==> src/rtl/mem_loader_if.sv <==
// mem_loader_if: byte-stream input and memory write-port bundle for mem_loader.
interface mem_loader_if #(
   parameter int ADDR_WIDTH = 8,
   parameter int DATA_WIDTH = 16
);
   logic                  start;
   logic                  abort;
   logic                  in_valid;
   logic [7:0]            in_data;
   logic                  in_ready;
   logic                  mem_we;
   logic [ADDR_WIDTH-1:0] mem_addr;
   logic [DATA_WIDTH-1:0] mem_wdata;
   logic                  busy;
   logic                  done;
   modport slave (
      input  start, abort, in_valid, in_data,
      output in_ready, mem_we, mem_addr, mem_wdata, busy, done
   );
   modport master (
      output start, abort, in_valid, in_data,
      input  in_ready, mem_we, mem_addr, mem_wdata, busy, done
   );
endinterface

==> src/rtl/mem_loader.sv <==
// mem_loader: packs a little-endian byte stream into words written to sequential memory addresses.
module mem_loader #(
   parameter int ADDR_WIDTH = 8,
   parameter int DATA_WIDTH = 16,
   parameter int NUM_WORDS  = 2**ADDR_WIDTH
) (
   input logic       clk,
   input logic       rst_n,
   mem_loader_if.slave bus
);
   localparam int BPW = DATA_WIDTH / 8;
   localparam int BW  = BPW > 1 ? $clog2(BPW) : 1;
   if (DATA_WIDTH % 8 != 0 || DATA_WIDTH < 8) begin : g_bad_width
      $error("mem_loader: DATA_WIDTH must be a non-zero multiple of 8");
   end
   if (NUM_WORDS < 1 || NUM_WORDS > 2**ADDR_WIDTH) begin : g_bad_words
      $error("mem_loader: NUM_WORDS out of range");
   end
   typedef enum logic [1:0] {IDLE = 2'd0, LOAD = 2'd1, DONE = 2'd2} state_t;
   state_t                state, state_nx;
   logic [BW-1:0]         idx, idx_nx;
   logic [ADDR_WIDTH:0]   cnt, cnt_nx;
   logic [DATA_WIDTH-1:0] asm_q, asm_nx, word;
   logic                  we_nx, acc, last;
   assign acc          = bus.in_valid & bus.in_ready;
   assign last         = idx == BW'(BPW - 1);
   assign bus.in_ready = state == LOAD;
   assign bus.busy     = state == LOAD;
   assign bus.done     = state == DONE;
   always_comb begin
      word = asm_q;
      word[8*idx +: 8] = bus.in_data;
   end
   always_comb begin
      state_nx = state;
      idx_nx   = idx;
      cnt_nx   = cnt;
      asm_nx   = asm_q;
      we_nx    = 1'b0;
      unique case (state)
         LOAD: begin
            // abort outranks a byte accepted in the same cycle
            if (bus.abort) begin
               state_nx = IDLE;
               idx_nx   = '0;
            end else if (acc) begin
               asm_nx = word;
               idx_nx = last ? '0 : idx + BW'(1);
               if (last) begin
                  we_nx    = 1'b1;
                  cnt_nx   = cnt + (ADDR_WIDTH+1)'(1);
                  state_nx = cnt == (ADDR_WIDTH+1)'(NUM_WORDS - 1) ? DONE : LOAD;
               end
            end
         end
         IDLE, DONE: begin
            if (bus.start) begin
               state_nx = LOAD;
               idx_nx   = '0;
               cnt_nx   = '0;
               asm_nx   = '0;
            end
         end
         default: state_nx = IDLE;
      endcase
   end
   always_ff @(posedge clk or negedge rst_n) begin
      if (!rst_n) begin
         state         <= IDLE;
         idx           <= '0;
         cnt           <= '0;
         asm_q         <= '0;
         bus.mem_we    <= 1'b0;
         bus.mem_addr  <= '0;
         bus.mem_wdata <= '0;
      end else begin
         state      <= state_nx;
         idx        <= idx_nx;
         cnt        <= cnt_nx;
         asm_q      <= asm_nx;
         bus.mem_we <= we_nx;
         if (we_nx) begin
            bus.mem_addr  <= cnt[ADDR_WIDTH-1:0];
            bus.mem_wdata <= word;
         end
      end
   end
endmodule

==> src/flat_wrapper.sv <==
// flat-port wrapper written by rule: the top's interface ports become plain ports
module mem_loader_flat 
#(
   parameter int ADDR_WIDTH = 8,
   parameter int DATA_WIDTH = 16,
   parameter int NUM_WORDS  = 2**ADDR_WIDTH
)
  (clk, rst_n, bus_start, bus_abort, bus_in_valid, bus_in_data, bus_in_ready, bus_mem_we, bus_mem_addr, bus_mem_wdata, bus_busy, bus_done);
  mem_loader_if #(.ADDR_WIDTH(ADDR_WIDTH), .DATA_WIDTH(DATA_WIDTH)) bus_i ();
  input logic clk;
  input logic rst_n;
  input wire logic [$bits(bus_i.start)-1:0] bus_start;
  input wire logic [$bits(bus_i.abort)-1:0] bus_abort;
  input wire logic [$bits(bus_i.in_valid)-1:0] bus_in_valid;
  input wire logic [$bits(bus_i.in_data)-1:0] bus_in_data;
  output wire logic [$bits(bus_i.in_ready)-1:0] bus_in_ready;
  output wire logic [$bits(bus_i.mem_we)-1:0] bus_mem_we;
  output wire logic [$bits(bus_i.mem_addr)-1:0] bus_mem_addr;
  output wire logic [$bits(bus_i.mem_wdata)-1:0] bus_mem_wdata;
  output wire logic [$bits(bus_i.busy)-1:0] bus_busy;
  output wire logic [$bits(bus_i.done)-1:0] bus_done;
  assign bus_i.start = bus_start;
  assign bus_i.abort = bus_abort;
  assign bus_i.in_valid = bus_in_valid;
  assign bus_i.in_data = bus_in_data;
  assign bus_in_ready = bus_i.in_ready;
  assign bus_mem_we = bus_i.mem_we;
  assign bus_mem_addr = bus_i.mem_addr;
  assign bus_mem_wdata = bus_i.mem_wdata;
  assign bus_busy = bus_i.busy;
  assign bus_done = bus_i.done;
  mem_loader #(.ADDR_WIDTH(ADDR_WIDTH), .DATA_WIDTH(DATA_WIDTH), .NUM_WORDS(NUM_WORDS)) u_core (.clk(clk), .rst_n(rst_n), .bus(bus_i));
endmodule
==> config.mk <==
export PLATFORM = sky130hd
export DESIGN_NAME = mem_loader_flat
export DESIGN_NICKNAME = d
export VERILOG_FILES = /design/src/rtl/mem_loader_if.sv /design/src/rtl/mem_loader.sv /design/src/flat_wrapper.sv
export SDC_FILE = /design/constraint.sdc
export NUM_CORES = 1
export LEC_CHECK = 0
export CAP_MARGIN = 25
export CORE_MARGIN = 8
export CORE_UTILIZATION = 35
export DETAILED_ROUTE_END_ITERATION = 8
export HOLD_SLACK_MARGIN = 0.08
export PLACE_DENSITY = 0.67
export SYNTH_ARGS = -nofsm -noshare
export SYNTH_HDL_FRONTEND = slang
export SYNTH_SLANG_ARGS = --single-unit
==> constraint.sdc <==
create_clock -name clk -period 2.6 [get_ports clk]
set_input_delay 0.52 -clock clk [delete_from_list [all_inputs] [get_ports clk]]
set_output_delay 0.52 -clock clk [all_outputs]
set_load 0.03 [all_outputs]
==> impl_metrics.toml, run 1 <==
[sta]
holdWs_ns = 0.0940
skew_ns = 0.00720
finalSetupViolations = 0
period_share = 0.906
max-slew-margin-rel = 0.641
period_needed_ns = 2.36
max_freq_mhz = 424
tns_ns = 0
slew_viol_final = 0
rsz0062_at_grt = "false"
hold_viol_final = 0
tightest_slew_ns = 0.539

[run]
drv_cap = 0

[cts]
ctsHtreeMaxLevel = 2
ctsHoldBuffers = 0
clk_pin_slew_ns = 0.09
cts_setup_buffers = 0
cts_resized = 0
cts_tree = "yes"
clock_path_buffers = 2
clk_latency_ns = 0.30
cts_num_sinks = 45
numCtsBuffers = 5
cts-root-buf = "clkbuf_8"

[synth]
ys_top_cells_by_area = "dfrtp_1, mux2_2, o211ai_1"
ys_seq_area_frac = 0.535
yosys_warnings = 0
synth.distinct_cells = 38
syn_area_sq_mm = 0.00211
synth_seq_cells = 45
async_reset_ff_frac = 1.00
synth_area_leader_cell = "dfrtp_1"
synth-main-ff-cell = "dfrtp_1"
synth_fp_nets = 207
netlist_instances = 192
yosys.area.top_type_share = 0.535
synth_edf_count = 0
synth.most_common_cell = "dfrtp_1"
synth_common_cells = "dfrtp_1, mux2_2, nand2_1"
syn_avg_cell_area_sq_um = 11.0

[finish]
fill_cells = 543
drive_gt1_frac = 0.177
ff_latch_area_sq_mm = 0.00113
area_growth_pct = 28.8
antenna_cells = 0
multiInputGateArea_sq_um = 883
nNetsFinal = 245

[setup_path]
crit_fanout = 9
cp-end-kind = "output port"
critPathLaunchType = "flip-flop"
ff2ff_path_depth = 4
regToRegStartpoint = "u_core.state[0]$_DFFE_PN0P_"
cp.required_ns = 2.08
path_class = "reg -> out"
worstSetupStartpoint = "u_core.state[0]$_DFFE_PN0P_"
worstPathArrival_ns = 1.84

[floorplan]
rows = 28
io-pin-count = 41
die_area_sq_mm = 0.00875
die_w_um = 93.6
design.core.area_sq_mm = 0.00589
die_h_um = 93.6
initial_utilization = 0.358

[routing]
antenna_violating_nets_post_route = 0
totalWireLength_mm = 4.81
num_vias = 1613
drt_iter0_drc = 123
wire_per_inst_um = 15.7
viasPerCell = 5.27
drtPass1Iterations = 4
drc = 0

[placement]
gp_congestion = 0.903
dpl.hpwl_mm = 3.47
portBuffers = 40

[grt]
grt_max_degree = 21
gr-usage-met3 = 0.0321
first_global_vias = 1654
grt_first_pass_wirelength_mm = 8.15
met2_usage = 0.187
gr-usage-all-layers = 0.116
grtUsageMet1 = 0.143
busiest_layer = "met2"
antenna_found_initial = 0
grt-ovfl-total = 0

[min_path]
worstHoldPathType = "in -> async"

[power]
p_leak_nw = 1.15
max-vdd-ir-drop_v = 0.000387
powerDensity_mw_per_mm2 = 919

[outcome]
status = "finished, final reports clean"
-- where the power goes --
part           total, mW  leakage [nW]  switching, mW  internal (mW)
Sequential          1.01         0.595          0.126          0.880
Clock              0.623        0.0681          0.242          0.382
Combinational      0.863         0.491          0.474          0.389
-- worst max-delay path, cell delays in order (launching register included) --
cell and delay (ns):
dfrtp_1 0.48, buf_4 0.21, nor2b_1 0.14, clkdlybuf4s50_1 0.69
-- cell type report --
type	count	area share
multi-input combinational	125	0.326
inverter	5	0.00692
tap	75	0.0346
clock buffer	5	0.0254
sequential	45	0.415
clock inverter	3	0.0240
timing repair buffer	48	0.168
-- cells by family after synthesis --
kind of cell	count (synthesis)	share of synthesized area
adders and majority gates	2	0.0119
and+or+nand+nor	68	0.178
buffers and inverters	22	0.0458
AOI/OAI and AO/OA	33	0.112
DFF	45	0.535
muxes	22	0.118
-- per-stage QoR --
stage / setup slack, ns / instances / cell area, sq um / util / power [mW]
after floorplan: 0.634 / 192 / 2110 / - / 1.51
after global placement: 0.277 / 298 / 2580 / 0.438 / 1.88
after detailed placement: 0.216 / 298 / 2580 / 0.438 / 1.89
after CTS: 0.230 / 306 / 2710 / 0.461 / 2.53
after global routing: 0.158 / 306 / 2710 / 0.461 / 2.62
final: 0.244 / 306 / 2710 / 0.461 / 2.49
-- registers in the layout, summed over array words and instances (netlist names) --
signal	flops
u_core.bus.mem_we	1
u_core.bus.mem_addr	8
u_core.state	2
u_core.cnt	9
u_core.idx	1
u_core.bus.mem_wdata	16
u_core.asm_q	8
-- worst paths after layout --
| check | end | slack, ns |
|---|---|---|
| worst max-delay path | bus_done | 0.24 |
| worst min-delay path | u_core.bus.mem_addr[1]$_DFFE_PN0P_ | 0.09 |
| worst max register to register | u_core.cnt[7]$_DFFE_PN0P_ | 0.48 |
| worst min register to register | u_core.bus.mem_wdata[14]$_DFFE_PN0P_ | 0.50 |
| max in group asynchronous | u_core.bus.mem_wdata[11]$_DFFE_PN0P_ | 1.95 |
| min in group clk | u_core.bus.mem_wdata[14]$_DFFE_PN0P_ | 0.50 |
-- metal layers --
| metal | wire, um | share of wire | vias up |
|---|---|---|---|
| met5 | 0 | 0 | - |
| met4 | 73 | 0.015 | 0 |
| met3 | 310 | 0.065 | 6 |
| met2 | 2320 | 0.48 | 41 |
| met1 | 2100 | 0.44 | 798 |
| li1 | - | - | 768 |
-- layout by cell type, fill, tap and decap left out, types with 2 or more instances in the layout --
cell type,count
nand3b_1,3
clkdlybuf4s50_1,39
o211ai_1,15
bufinv_16,2
nand4_1,2
inv_1,5
nor2b_1,4
buf_4,8
or4_1,4
o311ai_1,3
mux2_2,22
dfrtp_1,45
o21ai_0,6
nand2_1,22
and2_1,4
nand3_1,17
clkbuf_8,5
ha_1,2
a21oi_1,2
Note: power is estimated with default switching activity, not from simulation.
==> run 2, diff against run 1 <==
ABC_CLOCK_PERIOD_IN_PS = 2600   (was default)
==> results of run 2 <==
No change in the layout: final DEF, timing and power equal those of run 1.
